[config.mk]
export PLATFORM = sky130hd
export DESIGN_NAME = frame_draw_sequencer
export DESIGN_NICKNAME = d
export VERILOG_FILES = /design/src/rtl/frame_draw_sequencer.sv
export SDC_FILE = /design/constraint.sdc
export NUM_CORES = 1
export LEC_CHECK = 0
export CORE_MARGIN = 2
export CORE_UTILIZATION = 50
export DETAILED_ROUTE_END_ITERATION = 12
export PLACE_DENSITY = 0.7
export SYNTH_ARGS = -nofsm -noshare
export SYNTH_HDL_FRONTEND = slang
export SYNTH_SLANG_ARGS = --single-unit
export TNS_END_PERCENT = 1
[constraint.sdc]
create_clock -name sys_clk -period 14.8 [get_ports sys_clk]
set_input_delay 1.48 -clock sys_clk [delete_from_list [all_inputs] [get_ports sys_clk]]
set_output_delay 1.48 -clock sys_clk [all_outputs]
set_load 0.03 [all_outputs]
[src/rtl/frame_draw_sequencer.sv]
// -----------------------------------------------------------------------------
// frame_draw_sequencer
//
// Per-frame draw sequencer that sits between the frame-rate source and the
// draw engine / pixel buffer controller. On each frame tick (while enabled) it
// clears the back buffer, draws up to MAX_TRI triangles from a host-written
// list, then requests a buffer swap and waits for the swap acknowledge.
//
// Ports
//   sys_clk, reset          clock; synchronous active-high reset
//   enable                  1 = frame ticks start frames
//   tri_wr_en/idx/data      host write port into the triangle list
//                           data = {ax,ay,bx,by,cx,cy,colour}, ax in MSBs
//   tri_count               triangles per frame, sampled at frame start
//   opcode                  0 = clear, 1 = triangle
//   ax..cy, colour          vertex / colour operands for the draw engine
//   drawer_en, drawer_done  start pulse / completion pulse of the draw engine
//   buffer_addr             back-buffer base offset for the SDRAM interface
//   swap_buffer, swap_ack   swap request pulse / swap completion
//   busy                    sequencer is inside a frame
//   frame_count             completed frames (wrapping)
//   dropped_count           ticks lost to overrun (saturating)
// -----------------------------------------------------------------------------
module frame_draw_sequencer #(
   parameter int                 COORD_W      = 16,
   parameter int                 COLOUR_W     = 32,
   parameter int                 ADDR_W       = 32,
   parameter int                 MAX_TRI      = 8,
   parameter int                 FRAME_TICKS  = 2383333,
   parameter logic [ADDR_W-1:0]  BUF0_ADDR    = ADDR_W'(32'h0000_0000),
   parameter logic [ADDR_W-1:0]  BUF1_ADDR    = ADDR_W'(32'h0012_C000),
   parameter logic [COLOUR_W-1:0] CLEAR_COLOUR = '0,
   localparam int                IDX_W        = (MAX_TRI > 1) ? $clog2(MAX_TRI) : 1,
   localparam int                TRI_W        = 6 * COORD_W + COLOUR_W
) (
   input  logic                sys_clk,
   input  logic                reset,
   input  logic                enable,
   input  logic                tri_wr_en,
   input  logic [IDX_W-1:0]    tri_wr_idx,
   input  logic [TRI_W-1:0]    tri_wr_data,
   input  logic [IDX_W:0]      tri_count,
   output logic [3:0]          opcode,
   output logic [COORD_W-1:0]  ax,
   output logic [COORD_W-1:0]  ay,
   output logic [COORD_W-1:0]  bx,
   output logic [COORD_W-1:0]  by,
   output logic [COORD_W-1:0]  cx,
   output logic [COORD_W-1:0]  cy,
   output logic [COLOUR_W-1:0] colour,
   output logic                drawer_en,
   input  logic                drawer_done,
   output logic [ADDR_W-1:0]   buffer_addr,
   output logic                swap_buffer,
   input  logic                swap_ack,
   output logic                busy,
   output logic [15:0]         frame_count,
   output logic [15:0]         dropped_count
);

   localparam int             CNT_W = (FRAME_TICKS > 1) ? $clog2(FRAME_TICKS) : 1;
   localparam logic [IDX_W:0] MAX_N = (IDX_W + 1)'(MAX_TRI);
   localparam logic [IDX_W:0] ONE_N = (IDX_W + 1)'(1);

   typedef enum logic [2:0] {
      S_IDLE,
      S_CLEAR_GO,
      S_CLEAR_WAIT,
      S_LOAD,
      S_TRI_GO,
      S_TRI_WAIT,
      S_SWAP,
      S_SWAP_WAIT
   } state_t;

   function automatic logic [15:0] sat_inc16(input logic [15:0] v);
      return (v == 16'hFFFF) ? v : v + 16'd1;
   endfunction

   state_t               state_q, state_d;
   logic [CNT_W-1:0]     tick_cnt_q, tick_cnt_d;
   logic [IDX_W:0]       n_q, n_d;
   logic [IDX_W-1:0]     idx_q, idx_d;
   logic [3:0]           opcode_q, opcode_d;
   logic [COORD_W-1:0]   ax_q, ax_d, ay_q, ay_d, bx_q, bx_d;
   logic [COORD_W-1:0]   by_q, by_d, cx_q, cx_d, cy_q, cy_d;
   logic [COLOUR_W-1:0]  colour_q, colour_d;
   logic                 drawer_en_q, drawer_en_d;
   logic [ADDR_W-1:0]    buffer_addr_q, buffer_addr_d;
   logic                 swap_buffer_q, swap_buffer_d;
   logic                 busy_q, busy_d;
   logic [15:0]          frame_count_q, frame_count_d;
   logic [15:0]          dropped_count_q, dropped_count_d;

   // Triangle list storage; contents deliberately survive reset.
   logic [TRI_W-1:0]     tri_mem_q [MAX_TRI];
   logic [TRI_W-1:0]     tri_rd;
   logic [COORD_W-1:0]   rd_ax, rd_ay, rd_bx, rd_by, rd_cx, rd_cy;
   logic [COLOUR_W-1:0]  rd_colour;
   logic                 tick;
   logic                 last_tri;

   always_ff @(posedge sys_clk) begin
      if (tri_wr_en && ({1'b0, tri_wr_idx} < MAX_N)) begin
         tri_mem_q[tri_wr_idx] <= tri_wr_data;
      end
   end

   assign tri_rd = tri_mem_q[idx_q];
   assign {rd_ax, rd_ay, rd_bx, rd_by, rd_cx, rd_cy, rd_colour} = tri_rd;

   assign tick     = (tick_cnt_q == CNT_W'(FRAME_TICKS - 1));
   assign last_tri = ({1'b0, idx_q} == (n_q - ONE_N));

   always_comb begin
      state_d         = state_q;
      tick_cnt_d      = tick ? '0 : tick_cnt_q + CNT_W'(1);
      n_d             = n_q;
      idx_d           = idx_q;
      opcode_d        = opcode_q;
      ax_d            = ax_q;
      ay_d            = ay_q;
      bx_d            = bx_q;
      by_d            = by_q;
      cx_d            = cx_q;
      cy_d            = cy_q;
      colour_d        = colour_q;
      drawer_en_d     = 1'b0;
      buffer_addr_d   = buffer_addr_q;
      swap_buffer_d   = 1'b0;
      frame_count_d   = frame_count_q;
      dropped_count_d = dropped_count_q;

      // A tick arriving while any frame is in flight is lost, including the
      // cycle in which the frame is just finishing in S_SWAP_WAIT.
      if (tick && enable && (state_q != S_IDLE)) begin
         dropped_count_d = sat_inc16(dropped_count_q);
      end

      case (state_q)
         S_IDLE: begin
            if (tick && enable) begin
               n_d     = (tri_count > MAX_N) ? MAX_N : tri_count;
               idx_d   = '0;
               state_d = S_CLEAR_GO;
            end
         end
         S_CLEAR_GO: begin
            opcode_d    = 4'd0;
            colour_d    = CLEAR_COLOUR;
            drawer_en_d = 1'b1;
            state_d     = S_CLEAR_WAIT;
         end
         S_CLEAR_WAIT: begin
            if (drawer_done) begin
               state_d = (n_q == '0) ? S_SWAP : S_LOAD;
            end
         end
         S_LOAD: begin
            // The start pulse is launched together with the vertex load so the
            // engine sees drawer_en in S_TRI_GO alongside the fresh operands,
            // keeping done-to-next-start at two cycles.
            ax_d        = rd_ax;
            ay_d        = rd_ay;
            bx_d        = rd_bx;
            by_d        = rd_by;
            cx_d        = rd_cx;
            cy_d        = rd_cy;
            colour_d    = rd_colour;
            opcode_d    = 4'd1;
            drawer_en_d = 1'b1;
            state_d     = S_TRI_GO;
         end
         S_TRI_GO: begin
            state_d = S_TRI_WAIT;
         end
         S_TRI_WAIT: begin
            if (drawer_done) begin
               if (last_tri) begin
                  state_d = S_SWAP;
               end else begin
                  idx_d   = idx_q + IDX_W'(1);
                  state_d = S_LOAD;
               end
            end
         end
         S_SWAP: begin
            swap_buffer_d = 1'b1;
            buffer_addr_d = (buffer_addr_q == BUF1_ADDR) ? BUF0_ADDR : BUF1_ADDR;
            state_d       = S_SWAP_WAIT;
         end
         S_SWAP_WAIT: begin
            if (swap_ack) begin
               frame_count_d = frame_count_q + 16'd1;
               state_d       = S_IDLE;
            end
         end
         default: begin
            state_d = S_IDLE;
         end
      endcase

      busy_d = (state_d != S_IDLE);
   end

   always_ff @(posedge sys_clk) begin
      if (reset) begin
         state_q         <= S_IDLE;
         tick_cnt_q      <= '0;
         n_q             <= '0;
         idx_q           <= '0;
         opcode_q        <= 4'd0;
         ax_q            <= '0;
         ay_q            <= '0;
         bx_q            <= '0;
         by_q            <= '0;
         cx_q            <= '0;
         cy_q            <= '0;
         colour_q        <= '0;
         drawer_en_q     <= 1'b0;
         buffer_addr_q   <= BUF1_ADDR;
         swap_buffer_q   <= 1'b0;
         busy_q          <= 1'b0;
         frame_count_q   <= 16'd0;
         dropped_count_q <= 16'd0;
      end else begin
         state_q         <= state_d;
         tick_cnt_q      <= tick_cnt_d;
         n_q             <= n_d;
         idx_q           <= idx_d;
         opcode_q        <= opcode_d;
         ax_q            <= ax_d;
         ay_q            <= ay_d;
         bx_q            <= bx_d;
         by_q            <= by_d;
         cx_q            <= cx_d;
         cy_q            <= cy_d;
         colour_q        <= colour_d;
         drawer_en_q     <= drawer_en_d;
         buffer_addr_q   <= buffer_addr_d;
         swap_buffer_q   <= swap_buffer_d;
         busy_q          <= busy_d;
         frame_count_q   <= frame_count_d;
         dropped_count_q <= dropped_count_d;
      end
   end

   assign opcode        = opcode_q;
   assign ax            = ax_q;
   assign ay            = ay_q;
   assign bx            = bx_q;
   assign by            = by_q;
   assign cx            = cx_q;
   assign cy            = cy_q;
   assign colour        = colour_q;
   assign drawer_en     = drawer_en_q;
   assign buffer_addr   = buffer_addr_q;
   assign swap_buffer   = swap_buffer_q;
   assign busy          = busy_q;
   assign frame_count   = frame_count_q;
   assign dropped_count = dropped_count_q;

endmodule

# [Yosys cells after proc, flatten, opt, wreduce, memory -nomap -nowiden]
# Memory sizes are Yosys's and may differ from the RTL's. A register that Yosys moved wholly into a read port is not among the register bits.
# Index checks and enable logic that the tools add are counted.
[word_totals] reg_bits=231 ramBits=1024 output_inout_bits=199 elab_cells=75 memories=1
[classes] n_addsub=5 magnitude_cmp=1 n_eq_ne=14 n_mux=21 n_bitwise=1 reduce_logical=14
[mem_list] name="tri_mem_q" words=8 word_bits=128 read_ports=1 rd_ports_with_merged_regs=1 write_ports=1 line_no="96" text="logic [TRI_W-1:0] tri_mem_q [MAX_TRI];"
[op_table] operator="case mux 32 bit (2 select lines)" n=1
[op_table] operator="two-way mux 3 bit" n=11
[op_table] operator="adder 16 x 1 -> 16 bit (second input constant)" n=2
[op_table] operator="== test 32 x 21 -> 1 bit (second input constant)" n=1
[op_table] operator="case mux 3 bit (8 select lines)" n=1
[op_table] operator="adder 22 x 1 -> 22 bit (second input constant)" n=1
[op_table] operator="== test 22 bit (second input constant)" n=1
[op_table] operator="two-way mux 21 bit" n=1
[op_table] operator="== test 16 bit (second input constant)" n=1
[op_table] operator="== test 3 bit (second input constant)" n=4
[op_table] operator="case mux 4 bit (2 select lines)" n=1
[op_table] operator="== test 3 x 2 -> 1 bit (second input constant)" n=2
[op_table] operator="!= test 2 bit (second input constant)" n=3
[op_table] operator="case mux 3 bit (2 select lines)" n=1
[op_table] operator="AND reduction 2 bit" n=3
[op_table] operator="nonzero test 3 bit" n=2
[op_table] operator="== test 3 x 4 -> 1 bit" n=1
[op_table] operator="> comparator 4 bit (second input constant)" n=1
[op_table] operator="zero test 4 bit" n=1
[op_table] operator="two-way mux 1 bit" n=4
[op_table] operator="two-way mux 4 bit" n=1
[op_table] operator="AND reduction 4 bit" n=1
[op_table] operator="nonzero test 2 bit" n=2
[op_table] operator="OR reduction 2 bit" n=2
[op_table] operator="6 further kinds" n=7

# [Depth between registers and ports, before layout]
# Gate-level depths: netlist of run 1.
[logic_depth] word_depth=7 depth_mapped=9 mapped_depth_nobuf=7

# [Worst setup path after synthesis of run 1]
# OpenSTA, ideal clock, no wires.
[synth_timing] path_kind="input-to-reg" from="in tri_wr_idx[0]" to="mem tri_mem_q[0][0] in the netlist's numbering, enable pin" setup_time_ns=0.774 arrival_time_ns=10.314 t_required_ns=14.026 slack_ns=3.712 path_stages=1 cell_sequence="nor3_1"
[synth_lines] item="start: declaration" line_no="40" text="input logic [IDX_W-1:0] tri_wr_idx,"
[synth_lines] item="end: declaration" line_no="96"
# Straight into the memory's write port.

==> results of run 1 <==
[cells by family after synthesis]
group / count (synthesis) / synth area share (%)
AND/OR/NAND/NOR: 316 / 3.41
buffers and inverters: 171 / 1.93
multiplexers: 386 / 15.4
adder cells (fa/ha/maj): 7 / 0.191
other: 1 / 0.00816
flip-flops: 1224 / 75.7
AO/OA/AOI/OAI: 180 / 2.66
XOR/XNOR: 40 / 0.763
[final cells by class]
type | count | area, sq um
fill | 6490 | 37300
sequential | 1224 | 34800
multi-input combinational | 960 | 10500
timing repair buffer | 337 | 3350
clock buffer | 166 | 3310
tap | 1186 | 1480
clock inverter | 58 | 587
inverter | 10 | 37.5
antenna | 13 | 32.5
[power groups by stage]
stage | sequential [mW] | combinational [mW] | clock, mW
after floorplan | 3.93 | 0.0807 | 0
after global placement | 3.92 | 0.172 | 0
after detailed placement | 3.93 | 0.178 | 0
after CTS | 3.85 | 0.179 | 3.03
after global routing | 3.86 | 0.191 | 3.16
final | 3.85 | 0.177 | 2.97
[worst max path at each step]
stage / startpoint / endpoint / cells past startpoint
CTS: flop / colour[21] / 5
finish: flop / bx[13] / 5
global route: flop / colour[21] / 5
detailed placement: tri_wr_idx[1] / tri_mem_q[4][57] / 4
global placement: tri_wr_idx[1] / tri_mem_q[4][57] / 4
floorplan: tri_wr_idx[0] / tri_mem_q[0][0] / 1
[worst max-delay path, stage by stage (launching register included)]
cell	delay, ns
dfxtp_4	0.99
buf_4	0.82
buf_4	0.86
mux4_2	0.43
mux2i_1	0.31
a211oi_1	0.13
[through the flow]
stage               total power [mW]  hold WS, ns  instances  util (%)  instance area [sq um]
floorplan                       4.01        0.425       2355         -                  46100
global placement                4.09        0.438       3717      54.8                  50100
detailed placement              4.10        0.444       3717      54.8                  50100
CTS                             7.06        0.460       3941      59.1                  54000
global route                    7.21        0.488       3950      59.1                  54000
finish                          7.00        0.457       3954      59.1                  54000
[cells in the mapped netlist (2+ instances only)]
cell	instances	area share, %
nand2_1	58	0.47
o211ai_1	3	0.049
or4_1	5	0.082
o31ai_1	5	0.082
buf_4	44	0.72
nor2_1	148	1.2
a21oi_1	22	0.24
ha_1	7	0.19
buf_2	39	0.42
and3_1	13	0.18
nand2b_1	6	0.082
clkbuf_1	55	0.45
nand4b_1	2	0.038
dfxtp_1	200	8.7
inv_1	9	0.074
and4_2	2	0.044
o21ai_1	7	0.076
nor4_2	2	0.054
and4_1	8	0.15
nand4_1	10	0.14
and2_1	5	0.068
mux4_2	256	13
a31o_1	2	0.038
or3_1	7	0.095
o21a_1	2	0.033
a211oi_1	97	1.6
nor3_1	6	0.065
o21ai_0	34	0.37
buf_1	20	0.16
xor2_1	32	0.61
nand3b_1	2	0.033
nand3_1	26	0.28
nor4b_4	2	0.10
mux2i_1	130	2.8
or3b_1	3	0.057
xnor2_1	8	0.15
edfxtp_1	1024	67
buf_6	2	0.049
[registers in the layout (all words and copies together) (netlist names), named ones only]
register,count
cy,16
colour,32
dropped_count,16
n_q,4
tick_cnt_q,22
tri_mem_q,1024
ax,16
opcode,1
frame_count,16
swap_buffer,1
ay,16
idx_q,3
drawer_en,1
by,16
busy,1
buffer_addr,1
cx,16
bx,16
state_q,3
[metal layers]
layer,wire length [microns],global-route usage (%),vias up
met3,6410,4.84,164
li1,-,-,10000
met2,48800,34.6,695
met4,2110,6.64,32
met1,40500,27.6,11913
met5,199,0,-
==> metrics.txt, run 1 <==
Cell Rows=111; Sw Share=19.8%; chip width=307 microns; Port Buf Inserts=308; Power Dens Cells=130 mW/mm^2; Initial Util=50.3%; clock power share=42.4%; CTS root buffer=clkbuf_16; first-pass GRT wire length=147 mm; most common cell after layout, fill and taps aside=edfxtp_1; Mapped Avg Cell Area=19.8 sq um; post-CTS sizing=0; WP data required=15.30 ns; max cap viols=0; via density per instance=5.77; TritonCTS clock tree=yes; CP Capture Type=flop; LEAKAGE=16.5 nW; worst-skew pair later-pin latency=0.69 ns; total vias in the final route=22804; CTS clock-pin slew for the worst setup and hold paths=0.06 ns; RR Endpoint=bx[13]; total gr overflow=0; max-slew violations=0; CP Launch Type=flop; setup bufs post-CTS=0; Period minus WS final=3.89 ns; post-synthesis async set-or-reset flop share=0%; Hold Vio Cnt, Final=0; RSZ-0062 raised after global routing=no; initial antenna violation count=29; reg2reg setup slack=10.91 ns; worst setup margin=10.91 ns; Cells on Worst Hold Path=2; crit path DAT=4.39 ns; dpl ws=10.19 ns; R2R cell count=5; htree depth=3; status=finished clean; DRT Pass-1 Iters=5; Gate Count Post-Synth=2325; largest fanout on the critical path=66; worst slew pin tran=1.23 ns; core area=0.0914 sq mm; wire length per cell=24.8 microns; Fin Setup TNS=0 ns; Clock Tree Buf Depth=3; hold crit path type=reg -> reg; dpl hpwl=52.7 mm; WHS Endpoint=colour[12]; total die area=0.0943 sq mm; Area Growth Syn to Fin=17.6%; DR DRC count=0; Num Clock Sinks=1224; power share of the combinational group=2.5%; vias in the first global route=23913; Num CTS Buffers=117; total track usage=20.9%; period utilization=26.3%; hold buffers post-CTS=0; top_reg_cell synth=edfxtp_1; endpoints failing setup=0; Synth Cell Area=0.0459 sq mm; Slew HR=18.2%; gpl congestion=0.786; Synth cell types=60; initial drt markers=1768; Peak supply drop=0.0000987 V; sequential share of the synthesized area=75.7%; Seq cells post-synth=1224; Switch Pwr=1.38 mW; register share of total power=55.0%; Die H=307 microns; Post-DRT Antenna Nets=0; Post-layout nets=2798; most frequent cells in the layout=edfxtp_1, clkdlybuf4s50_1, mux4_2; EDFF count, synth=1024; WL final=98.0 mm; skew final=0.0372 ns; internal power=5.62 mW; largest net degree at the start of global routing=129; # IOs=340; Worst Path Class, Setup=reg -> reg; max frequency=257 MHz; share of cells above drive strength 1=17.6%; hold path start=colour[12]; yosys synthesis warning count=0
(Power assumes the default switching activity.)
==> inputs of run 2 (changes only) <==
--- a/config.mk
+++ b/config.mk
@@ -8,7 +8,7 @@
 export CORE_MARGIN = 2
 export CORE_UTILIZATION = 50
 export DETAILED_ROUTE_END_ITERATION = 12
-export PLACE_DENSITY = 0.7
+export PLACE_DENSITY = 0.72
 export SYNTH_ARGS = -nofsm -noshare
 export SYNTH_HDL_FRONTEND = slang
 export SYNTH_SLANG_ARGS = --single-unit
==> constraint.sdc (replaced) <==
create_clock -name sys_clk -period 3.1 [get_ports sys_clk]
set_input_delay 0.31 -clock sys_clk [delete_from_list [all_inputs] [get_ports sys_clk]]
set_output_delay 0.31 -clock sys_clk [all_outputs]
set_load 0.03 [all_outputs]
==> run 2 against run 1 <==
Against the previous run: cell area grew 1.5%; total power grew to 4.9 times the previous value; hold slack lost 0.11 ns; critical endpoint is now dropped_count[1]; clock power grew to 5.0 times the previous value; setup slack lost 10 ns; utilization grew 0.90 points; flip-flop and latch count is the same; non-clock buffer count grew 32; combinational power grew to 5.0 times the previous value; highest routed layer unchanged; register-to-register slack lost 10 ns.
==> metrics.txt, run 2 (synthesized netlist as in run 1, its figures left out) <==
Power Dens Cells=622 mW/mm^2; TritonCTS clock tree=yes; DRT Pass-1 Iters=5; Clock Tree Buf Depth=3; Num Clock Sinks=1224; status=finished clean; Cell Rows=111; share of cells above drive strength 1=19.0%; met3 GRT Util=4.35%; total track usage=21.0%; Hold Worst Slack=0.343 ns; Design Area, Final=0.0549 sq mm; Initial Util=50.3%; first-pass GRT wire length=149 mm; final core utilization=60.0%; CTS root buffer=clkbuf_16; Top Usage Layer GRT=met2; Post-layout nets=2830; setup bufs post-CTS=0; CP Capture Type=flop; Post-DRT Antenna Nets=0; FF+latch area=0.0348 sq mm; number of flip-flops in the largest register=1024; dpl cells=3748; largest fanout on the critical path=22; largest net degree at the start of global routing=104; area of the multi-input gates=0.0105 sq mm; via density per instance=5.79; core area=0.0914 sq mm; total gr overflow=0; Die H=307 microns; wire length per cell=24.9 microns; Port Buf Inserts=308; gpl congestion=0.802; CTS clock-pin slew for the worst setup and hold paths=0.06 ns; max frequency=442 MHz; met2 GRT Util=35.5%; WL final=99.3 mm; post-route insts no fill=3984; dpl hpwl=57.9 mm; Worst Path Class, Setup=reg -> reg; total die area=0.0943 sq mm; hold buffers post-CTS=1; largest register by flop count=tri_mem_q; Slew HR=46.2%; dpl ws=0.488 ns; max-slew violations=0; Hold Vio Cnt, Final=0; Peak supply drop=0.000451 V; Layout fillers=6428; hold crit path type=in -> reg; chip width=307 microns; CP Launch Type=flop; endpoints failing setup=0; Area Growth Syn to Fin=19.4%; Period minus WS final=2.26 ns; # IOs=340; worst slew pin tran=0.805 ns; post-CTS sizing=0; period utilization=73.0%; most frequent cells in the layout=edfxtp_1, clkdlybuf4s50_1, mux4_2; max cap viols=0; most common cell after layout, fill and taps aside=edfxtp_1; LEAKAGE=16.8 nW; DR DRC count=0; WP data required=3.67 ns; vias in the first global route=23940; placed instance area=0.0508 sq mm; initial antenna violation count=15; worst-skew pair later-pin latency=0.70 ns; skew final=0.0172 ns; met1 usage=28.1%; htree depth=3; total vias in the final route=23068; RSZ-0062 raised after global routing=no; worst setup margin=0.837 ns; crit path DAT=2.83 ns; Num CTS Buffers=117; initial drt markers=1888
[run 2: changes by cell type in the layout (fill, tap and decap cells not counted), moves of 5 or more]
cell	previous run	this run
buf_12	4	36
bufinv_16	9	18
clkbuf_1	31	20
clkinv_2	15	20
clkinvlp_4	5	10
clkbuf_8	16	8
[run 2: final timing paths]
path / from / end / slack, ns / cells after the start
setup / recovery: dropped_count[6] / dropped_count[1] / 0.84 / 5
hold / removal: tri_wr_data[95] / tri_mem_q[0][95] / 0.34 / 1
setup reg to reg: dropped_count[6] / dropped_count[1] / 0.84 / 5
hold reg to reg: colour[30] / colour[30] / 0.45 / 2
[run 2: critical path: stages, from the launching register on]
cell and delay (ns):
dfxtp_1 0.43, and4_1 0.39, nand4_4 0.19, o311ai_4 0.77, mux2i_1 0.29, nor2_1 0.06
[run 2: layer usage]
layer / share of wire (%) / routed length [microns]
met2: 51 / 50600
met3: 6.6 / 6530
met4: 1.9 / 1890
met5: 0.11 / 109
met1: 40 / 40200
[run 2: where the power goes]
part | total (mW) | switching, mW | leakage, nW | internal, mW
clock network | 14.8 | 6.11 | 1.96 | 8.71
logic | 0.884 | 0.539 | 3.94 | 0.345
registers | 18.4 | 0.112 | 10.9 | 18.3
total | 34.1 | 6.76 | 16.8 | 27.3
[run 2: final cells by class]
cell class	instances	area share (%)
clock buffer	146	5.72
multi-input combinational	960	19.1
inverter	10	0.0684
sequential	1224	63.4
clock inverter	78	1.69
timing repair buffer	369	7.28
antenna	11	0.0502
tap	1186	2.70
[run 2: per-stage QoR]
stage / total power [mW] / setup TNS, ns
5_1_grt: 35.1 / 0
3_5_place_dp: 19.6 / 0
3_3_place_gp: 19.5 / 0
4_1_cts: 34.4 / 0
2_1_floorplan: 19.1 / -1115.57
6_report: 34.1 / 0
